**src/rtl/ignition_arbiter_pkg.sv**
```systemverilog
// ignition_arbiter_pkg
//   Shared definitions for the igniter arbiter and the igniter it drives:
//   FSM state encoding, default datapath widths and cooldown counter width.
package ignition_arbiter_pkg;

    typedef enum logic [1:0] {
        IDLE   = 2'd0,
        FIRE   = 2'd1,
        SETTLE = 2'd2
    } arb_state_e;

    // Default widths shared with the igniter's delta and position ports.
    localparam int IGN_DELTA_W = 4;
    localparam int IGN_POS_W   = 3;

    // Cooldown counter width; holds COOLDOWN values up to 15.
    localparam int CD_W = 4;

endpackage

```
**src/rtl/ignition_arbiter_rr_pick.sv**
```systemverilog
// rr_priority_pick
//   Combinational round-robin picker. Searches req starting one above
//   last_grant and wrapping modulo N_REQ; reports the first requester found.
//   Ports:
//     req        in   N_REQ          request vector
//     last_grant in   clog2(N_REQ)   most recently granted index
//     grant      out  clog2(N_REQ)   chosen index (0 when valid is low)
//     valid      out  1              at least one request present
module rr_priority_pick #(
    parameter int N_REQ = 4
) (
    input  logic [N_REQ-1:0]         req,
    input  logic [$clog2(N_REQ)-1:0] last_grant,
    output logic [$clog2(N_REQ)-1:0] grant,
    output logic                     valid
);
    localparam int IDX_W = $clog2(N_REQ);

    always_comb begin
        valid = 1'b0;
        grant = '0;
        // k runs 1..N_REQ so last_grant itself is visited last.
        for (int k = 1; k <= N_REQ; k++) begin
            logic [IDX_W-1:0] idx;
            idx = IDX_W'((int'(last_grant) + k) % N_REQ);
            if (!valid && req[idx]) begin
                valid = 1'b1;
                grant = idx;
            end
        end
    end

endmodule

```
**src/rtl/ignition_arbiter.sv**
```systemverilog
// ignition_arbiter
//   Shares one igniter between N_REQ requesters. Grants round-robin, issues
//   one jump (enable_jump + delta) per grant, then holds off for COOLDOWN
//   settle cycles. Counts position wrap-arounds caused by the jumps.
//   Ports:
//     sys_clk     in   1               clock, rising edge
//     clr_n       in   1               async active-low reset
//     req         in   N_REQ           level requests, held until ack
//     req_delta   in   N_REQ*DELTA_W   per-requester jump delta
//     position    in   POS_W           igniter position feedback
//     ack         out  N_REQ           one-hot grant pulse (FIRE cycle)
//     enable_jump out  1               jump strobe to igniter
//     delta       out  DELTA_W         jump delta to igniter
//     busy        out  1               high in FIRE and SETTLE
//     last_grant  out  clog2(N_REQ)    most recently granted requester
//     wrap_pulse  out  1               pulse after a boundary-crossing jump
//     lap_count   out  LAP_W           saturating boundary-crossing count
module ignition_arbiter
    import ignition_arbiter_pkg::*;
#(
    parameter int N_REQ    = 4,
    parameter int DELTA_W  = IGN_DELTA_W,
    parameter int POS_W    = IGN_POS_W,
    parameter int COOLDOWN = 3,
    parameter int LAP_W    = 8
) (
    input  logic                       sys_clk,
    input  logic                       clr_n,
    input  logic [N_REQ-1:0]           req,
    input  logic [N_REQ*DELTA_W-1:0]   req_delta,
    input  logic [POS_W-1:0]           position,
    output logic [N_REQ-1:0]           ack,
    output logic                       enable_jump,
    output logic [DELTA_W-1:0]         delta,
    output logic                       busy,
    output logic [$clog2(N_REQ)-1:0]   last_grant,
    output logic                       wrap_pulse,
    output logic [LAP_W-1:0]           lap_count
);
    localparam int IDX_W = $clog2(N_REQ);
    localparam int SUM_W = POS_W + DELTA_W;
    localparam int ADD_W = ((LAP_W > DELTA_W) ? LAP_W : DELTA_W) + 1;

    arb_state_e          state_q, state_d;
    logic [N_REQ-1:0]    ack_q, ack_d;
    logic                enable_jump_q, enable_jump_d;
    logic [DELTA_W-1:0]  delta_q, delta_d;
    logic                busy_q, busy_d;
    logic [IDX_W-1:0]    last_grant_q, last_grant_d;
    logic                wrap_pulse_q, wrap_pulse_d;
    logic [LAP_W-1:0]    lap_count_q, lap_count_d;
    logic [CD_W-1:0]     cooldown_q, cooldown_d;

    logic [IDX_W-1:0]    pick_idx;
    logic                pick_vld;
    logic [DELTA_W-1:0]  pick_delta;
    logic [SUM_W-1:0]    jump_sum;
    logic [DELTA_W-1:0]  crossings;

    function automatic logic [LAP_W-1:0] lap_sat_add(input logic [LAP_W-1:0] a,
                                                     input logic [DELTA_W-1:0] b);
        logic [ADD_W-1:0] s;
        s = ADD_W'(a) + ADD_W'(b);
        if (s > ADD_W'({LAP_W{1'b1}}))
            return {LAP_W{1'b1}};
        return LAP_W'(s);
    endfunction

    rr_priority_pick #(.N_REQ(N_REQ)) u_pick (
        .req        (req),
        .last_grant (last_grant_q),
        .grant      (pick_idx),
        .valid      (pick_vld)
    );

    always_comb begin
        pick_delta = '0;
        for (int i = 0; i < N_REQ; i++) begin
            if (pick_idx == IDX_W'(i))
                pick_delta = req_delta[i*DELTA_W +: DELTA_W];
        end
    end

    // Position is the pre-jump value here: the igniter moves on the edge
    // that ends FIRE. Full-width sum so multiple laps in one jump count.
    assign jump_sum  = {{DELTA_W{1'b0}}, position} + {{POS_W{1'b0}}, delta_q};
    assign crossings = jump_sum[SUM_W-1:POS_W];

    always_comb begin
        state_d       = state_q;
        ack_d         = '0;
        enable_jump_d = 1'b0;
        delta_d       = '0;
        busy_d        = busy_q;
        last_grant_d  = last_grant_q;
        wrap_pulse_d  = 1'b0;
        lap_count_d   = lap_count_q;
        cooldown_d    = cooldown_q;
        case (state_q)
            IDLE: begin
                busy_d = 1'b0;
                if (pick_vld) begin
                    state_d         = FIRE;
                    ack_d[pick_idx] = 1'b1;
                    enable_jump_d   = 1'b1;
                    delta_d         = pick_delta;
                    busy_d          = 1'b1;
                    last_grant_d    = pick_idx;
                end
            end
            FIRE: begin
                wrap_pulse_d = |crossings;
                lap_count_d  = lap_sat_add(lap_count_q, crossings);
                cooldown_d   = CD_W'(COOLDOWN);
                busy_d       = 1'b1;
                state_d      = SETTLE;
            end
            SETTLE: begin
                busy_d     = 1'b1;
                cooldown_d = cooldown_q - CD_W'(1);
                if (cooldown_q <= CD_W'(1)) begin
                    cooldown_d = '0;
                    busy_d     = 1'b0;
                    state_d    = IDLE;
                end
            end
            default: begin
                state_d = IDLE;
                busy_d  = 1'b0;
            end
        endcase
    end

    always_ff @(posedge sys_clk or negedge clr_n) begin
        if (!clr_n) begin
            state_q       <= IDLE;
            ack_q         <= '0;
            enable_jump_q <= 1'b0;
            delta_q       <= '0;
            busy_q        <= 1'b0;
            last_grant_q  <= IDX_W'(N_REQ - 1);
            wrap_pulse_q  <= 1'b0;
            lap_count_q   <= '0;
            cooldown_q    <= '0;
        end else begin
            state_q       <= state_d;
            ack_q         <= ack_d;
            enable_jump_q <= enable_jump_d;
            delta_q       <= delta_d;
            busy_q        <= busy_d;
            last_grant_q  <= last_grant_d;
            wrap_pulse_q  <= wrap_pulse_d;
            lap_count_q   <= lap_count_d;
            cooldown_q    <= cooldown_d;
        end
    end

    assign ack         = ack_q;
    assign enable_jump = enable_jump_q;
    assign delta       = delta_q;
    assign busy        = busy_q;
    assign last_grant  = last_grant_q;
    assign wrap_pulse  = wrap_pulse_q;
    assign lap_count   = lap_count_q;

endmodule

```
**config.mk**
```make
export PLATFORM = sky130hd
export DESIGN_NAME = ignition_arbiter
export DESIGN_NICKNAME = d
export VERILOG_FILES = /design/src/rtl/ignition_arbiter_pkg.sv /design/src/rtl/ignition_arbiter_rr_pick.sv /design/src/rtl/ignition_arbiter.sv
export SDC_FILE = /design/constraint.sdc
export NUM_CORES = 1
export LEC_CHECK = 0
export ABC_AREA = 1
export CORE_UTILIZATION = 35
export DETAILED_ROUTE_END_ITERATION = 12
export DONT_BUFFER_PORTS = 1
export PLACE_DENSITY = 0.54
export RECOVER_POWER = 100
export SETUP_SLACK_MARGIN = 0.1
export SYNTH_ARGS = -nofsm -noshare
export SYNTH_HDL_FRONTEND = slang
export SYNTH_HIERARCHICAL = 1
export SYNTH_SLANG_ARGS = --single-unit
export TNS_END_PERCENT = 10
```
**constraint.sdc**
```tcl
create_clock -name sys_clk -period 5.7 [get_ports sys_clk]
set_input_delay 0.855 -clock sys_clk [delete_from_list [all_inputs] [get_ports sys_clk]]
set_output_delay 0.855 -clock sys_clk [all_outputs]
set_load 0.02 [all_outputs]
```
# Word level (Yosys, flattened, before mapping)
# Index checks and enable logic that the tools add are counted.
# op_classes
addsub	7
n_lt_le_gt_ge	8
eq_ne	7
muxes	40
n_reduce_logical	13
# ops
cell	n
4-bit 2-to-1 mux	9
8-bit 2-to-1 mux	2
2-bit by 3-bit less-than comparator with 1-bit output, second input constant	5
1-bit 2-to-1 mux	15
2-bit 2-to-1 mux	6
8-bit by 2-bit adder with 9-bit output	1
9-bit by 8-bit > comparator with 1-bit output, second input constant	1
1-bit binary-select mux with 2-bit select	4
4-bit one-hot mux with 2 select lines	1
2-bit == test, second input constant	3
2-bit one-hot mux with 3 select lines	1
3-bit by 4-bit adder with 5-bit output	1
2-bit by 1-bit adder with 2-bit output, second input constant	2
2-bit adder, second input constant	2
2-bit by 1-bit == test with 1-bit output, second input constant	2
4-bit by 1-bit less-or-equal comparator with 1-bit output, second input constant	1
1-bit logical AND	4
2-bit zero test	2
2-bit != test, second input constant	2
2-bit AND reduction	2
4-bit OR reduction	1
4-bit by 1-bit subtractor with 4-bit output, second input constant	1
1-bit zero test	3
1-bit one-hot mux with 3 select lines	1
3 further kinds	3
# word_totals
regBits	27
out_inout_bits	21
wordCells	84

# Longest topological paths before layout
# logic_depth
ltp_word	20
depth_mapped	14
depth_no_buf	14

# By module
# The synthesis kept the hierarchy.
# modules_own_cells
mod	instances	cells_per_inst	area_per_inst_um2
ignition_arbiter	1	183	1510.2
rr_priority_pick	1	52	271.5

# Worst setup path after synthesis
# No wires, ideal clock.
# synth_timing
kind	input to register
start	input port position[2]
end	register lap_count_q[6], in the netlist lap_count[6]
setup_ns	0.113
arrival_ns	2.611
t_required_ns	5.587
setup_slack_ns	2.976
stages	13
n_path_buf	0
cell_sequence	ha_1 -> a21oi_1 -> nand2_1 -> nand2_1 -> inv_1 -> nor2_1 -> ha_1 -> inv_1 -> fa_1 -> nor2_2 -> nand4_1 -> nand2_1 -> inv_1
# synth_via
elab_chain_cells	6
# synth_rtl
element	line	rtl
start: declaration	ignition_arbiter.sv:31	input logic [POS_W-1:0] position,
3-bit by 4-bit adder with 5-bit output (*)	ignition_arbiter.sv:86	assign jump_sum = {{DELTA_W{1'b0}}, position} + {{POS_W{1'b0}}, delta_q};
8-bit by 2-bit adder with 9-bit output (*)	ignition_arbiter.sv:63	s = ADD_W'(a) + ADD_W'(b);
9-bit by 8-bit > comparator with 1-bit output	ignition_arbiter.sv:64	if (s > ADD_W'({LAP_W{1'b1}}))
1-bit 2-to-1 mux	ignition_arbiter.sv:64	
1-bit 2-to-1 mux	ignition_arbiter.sv:99	case (state_q)
8-bit 2-to-1 mux (*)	ignition_arbiter.sv:66	return LAP_W'(s);
end signal: assignment	ignition_arbiter.sv:153	lap_count_q <= lap_count_d;
end: declaration	ignition_arbiter.sv:51	logic [LAP_W-1:0] lap_count_q, lap_count_d;
# Every way passes the cells marked *; elsewhere a longest branch is shown, timed or not. The select of a mux whose other input is x is not followed.
# A chain may end at the register's enable or synchronous reset.

# Worst setup path after layout
# layout_timing
start	register last_grant_q[0], in the netlist last_grant[0]
end	register delta_q[3], in the netlist delta[3]
# layout_via
elab_chain_cells	20
word_cells_on_any_way	36
classes_between	add/sub (4); eq/ne (3); mux (22); reduce/logical (7)
# layout_rtl
element	line	rtl
start: declaration	ignition_arbiter.sv:49	logic [IDX_W-1:0] last_grant_q, last_grant_d;
start signal: assignment	ignition_arbiter.sv:141	last_grant_q <= IDX_W'(N_REQ - 1);
start signal: assignment	ignition_arbiter.sv:151	last_grant_q <= last_grant_d;
2-bit by 1-bit adder with 2-bit output	ignition_arbiter_rr_pick.sv:25	idx = IDX_W'((int'(last_grant) + k) % N_REQ);
1-bit binary-select mux with 2-bit select	ignition_arbiter_rr_pick.sv:26	if (!valid && req[idx]) begin
1-bit 2-to-1 mux (implied by the code)	ignition_arbiter_rr_pick.sv:26	
1-bit 2-to-1 mux	ignition_arbiter_rr_pick.sv:26	
1-bit zero test	ignition_arbiter_rr_pick.sv:26	
1-bit logical AND	ignition_arbiter_rr_pick.sv:26	
1-bit 2-to-1 mux	ignition_arbiter_rr_pick.sv:26	
1-bit zero test	ignition_arbiter_rr_pick.sv:26	
[... 4 more ...]	n/a	
2-bit 2-to-1 mux (*)	ignition_arbiter_rr_pick.sv:26	
named net pick_idx[1]	ignition_arbiter.sv:54	logic [IDX_W-1:0] pick_idx;
2-bit zero test	ignition_arbiter.sv:79	if (pick_idx == IDX_W'(i))
4-bit 2-to-1 mux (3 in a row)	ignition_arbiter.sv:79	
4-bit 2-to-1 mux (*)	ignition_arbiter.sv:79	
4-bit 2-to-1 mux (*)	ignition_arbiter.sv:102	if (pick_vld) begin
4-bit 2-to-1 mux (*)	ignition_arbiter.sv:99	
named net delta_d[3]	ignition_arbiter.sv:47	logic [DELTA_W-1:0] delta_q, delta_d;
end signal: assignment	ignition_arbiter.sv:149	delta_q <= delta_d;
end: declaration	ignition_arbiter.sv:47	
# Mark *: on every way through the listed nets, which the timed path passes. The rest lies on a longest branch. The select of a mux whose other input is x is not followed.

==> impl_metrics.csv <==
group,metric,value,unit
floorplanning,die_area,0.00538,mm2
setup_path,cp_max_fo,13,
finish,final_cell_mix,"nand2_1, inv_1, nand3_1",
timing,slew_headroom,60.3,%
pwr,p_int,0.499,mW
clock_network,cts_root_buffer,"clkbuf_8",
floorplanning,initial_core_util,37.0,%
logic_synthesis,yosys.area.top_type,"dfrtp_1",
timing,timing.fmax,335,MHz
placement,place.gp.congestion,0.775,
clock_network,cts.repair.resized,0,
routing,drc,0,
timing,hold_viol_final,0,
worst_hold_path,worstHoldPathType,"input port to asynchronous set/reset pin",
pwr,seqPwrFrac,36.3,%
floorplanning,io-pin-count,46,
pwr,clkPwrFrac,10.5,%
routing,via_per_inst,4.72,
global_route,grt_pass1_vias,1254,
routing,vias,1426,
logic_synthesis,ys_seq_area_share,38.1,%
setup_path,reg2reg_depth,12,
finish,antennaDiodeCount,0,
pwr,p_leak,0.967,nW
clock_network,clockBufferDepth,2,
timing,rsz0062_at_grt,"no",
finish,layout_commonest_cell,"nand2_1",
routing,ant_nets,0,
global_route,grt_pass1_wl,5820,um
global_route,grt_usage,13.8,%
clock_network,cts_inserted_buffers,3,
pwr,peakVddDrop,0.000304,V
finish,multi_input_area,912,um2
clock_network,cts_sinks,27,
timing,worst_pin_slew,0.596,ns
floorplanning,chipHeight,73.4,um
pwr,comb_power_share,53.2,%
timing,drv_slew,0,
logic_synthesis,yosysWarningCount,6,
logic_synthesis,netlist_instances,235,
finish,fin_util,38.2,%
finish,nets,272,
placement,post-place-ws,2.79,ns
clock_network,clk_latency,0.27,ns
finish,num-fill-cells,538,
run,drv_cap,0,
placement,placed_cells,298,
placement,port_buffers,0,
logic_synthesis,netlist_area,0.00178,mm2
pwr,switchingPower,0.575,mW
timing,setup_slack,2.72,ns
timing,fin_tns_setup,0,ns
global_route,grt_max_degree,28,
pwr,pwr_density_cell,584,mW/mm2
pwr,p_sw_share,53.5,%
setup_path,path_class,"register to register",
timing,period_share,52.3,%
pwr,p_total,1.07,mW
clock_network,clk_pin_slew,0.10,ns
setup_path,worst_setup_path_end_kind,"register",
logic_synthesis,syn_avg_cell_area,7.58,um2
floorplanning,core.rowCount,25,
routing,dr.pass1.iters,4,
placement,hpwl,2650,um
placement,placed_area,0.00183,mm2
global_route,globalRoute.totalOverflow,0,
timing,min_period,2.98,ns
setup_path,crit_required,5.86,ns
routing,routed_wl,3460,um
logic_synthesis,synth_top_area_share,35.1,%
logic_synthesis,syn_nets,271,
finish,register_area,678,um2
global_route,antenna_found_initial,0,
timing,clock_skew,0.00518,ns
timing,hold-worst-slack,0.260,ns
floorplanning,dieWidth,73.4,um
timing,setup_viol_count_final,0,
clock_network,cts_hold_buf,0,
run_status,status,"finished, final reports clean",
finish,final_cells,302,
finish,syn2layout_area_growth,3.23,%
floorplanning,core_area,0.00482,mm2
finish,final_area,0.00184,mm2
logic_synthesis,synth_area_leaders,"dfrtp_1, nand2_1, nand3_1",
logic_synthesis,synth.distinct_cells,29,
clock_network,cts_setup_buffers,0,
routing,wire_per_inst,11.5,um
logic_synthesis,ys_ff_latch,27,
clock_network,ctsHtreeMaxLevel,1,
setup_path,crit_arrival,3.15,ns
finish,layout-drive-gt1-share,7.23,%
routing,drt_iter0_drc,89,
clock_network,cts_tree,"built",
setup_path,startpoint_type,"register",
==> sequential cells by signal, summed over array words and instances (netlist names) <==
register	cells
delta	4
last_grant	2
lap_count	8
state_q	2
enable_jump	1
cooldown_q	4
wrap_pulse	1
busy	1
ack	4
==> synthesized netlist by cell type <==
cell type / instances
nand3b_1: 1
dfstp_2: 2
buf_2: 1
o21ai_2: 1
buf_4: 2
nor2_1: 17
or2_0: 4
dfrtp_1: 25
nand2_4: 3
nand2_2: 6
nor2_2: 2
nand4_4: 1
ha_1: 10
xor2_1: 1
buf_6: 1
o21ai_0: 8
inv_1: 27
fa_1: 1
nand3_1: 26
o21a_1: 1
inv_2: 4
nor2_8: 1
a21oi_1: 9
nor3_1: 1
nand2_1: 68
nor2_4: 2
nand4_1: 8
xnor2_1: 1
a21boi_0: 1
==> final timing paths <==
path                                     from            end  slack, ns
worst min register to register     state_q[0]     state_q[0]       0.55
min in group sys_clk               state_q[0]     state_q[0]       0.55
worst max register to register  last_grant[0]       delta[3]       2.72
worst max-delay path            last_grant[0]       delta[3]       2.72
max in group asynchronous               clr_n  last_grant[1]       5.26
worst min-delay path                    clr_n     state_q[1]       0.26
==> power groups by stage <==
stage               Combinational, mW  Clock (mW)  Sequential, mW
finish                          0.572       0.112           0.390
floorplan                       0.555           0           0.369
detailed placement              0.622           0           0.399
CTS                             0.625       0.117           0.394
global route                    0.676       0.124           0.402
global placement                0.621           0           0.399
==> per-layer routing <==
layer	track usage, %	vias to the layer above	wire, um
li1	-	748	-
met1	19.3	643	1690
met2	21.2	33	1560
met3	2.88	2	187
met4	4.49	0	24
met5	0	-	0
==> cell families after synthesis <==
kind of cell | count (synthesis) | share of synthesized area (%)
adders and majority gates | 11 | 8.15
AOI/OAI and AO/OA | 20 | 6.11
DFF | 27 | 38.1
buffers and inverters | 35 | 8.29
and+or+nand+nor | 140 | 38.4
xor gates and xnor gates | 2 | 0.983
==> cell type report <==
| cell class | instances | share of cell area (%) |
|---|---|---|
| multi-input combinational | 173 | 49.6 |
| clock inverter | 1 | 0.408 |
| sequential | 27 | 36.9 |
| tap | 67 | 4.56 |
| clock buffer | 3 | 2.24 |
| inverter | 31 | 6.33 |
==> critical path, cell delays in order (launching register included) <==
cell and delay [ns]:
dfstp_1 0.91, inv_1 0.28, nand2_1 0.14, nand2_1 0.11
nand2_1 0.14, nand2_4 0.04, nor2_1 0.25, nand3_1 0.11
nand3_1 0.30, inv_1 0.20, or2_0 0.24, nand2_1 0.07
a21oi_1 0.08
Note: power is estimated with default switching activity, not from simulation.
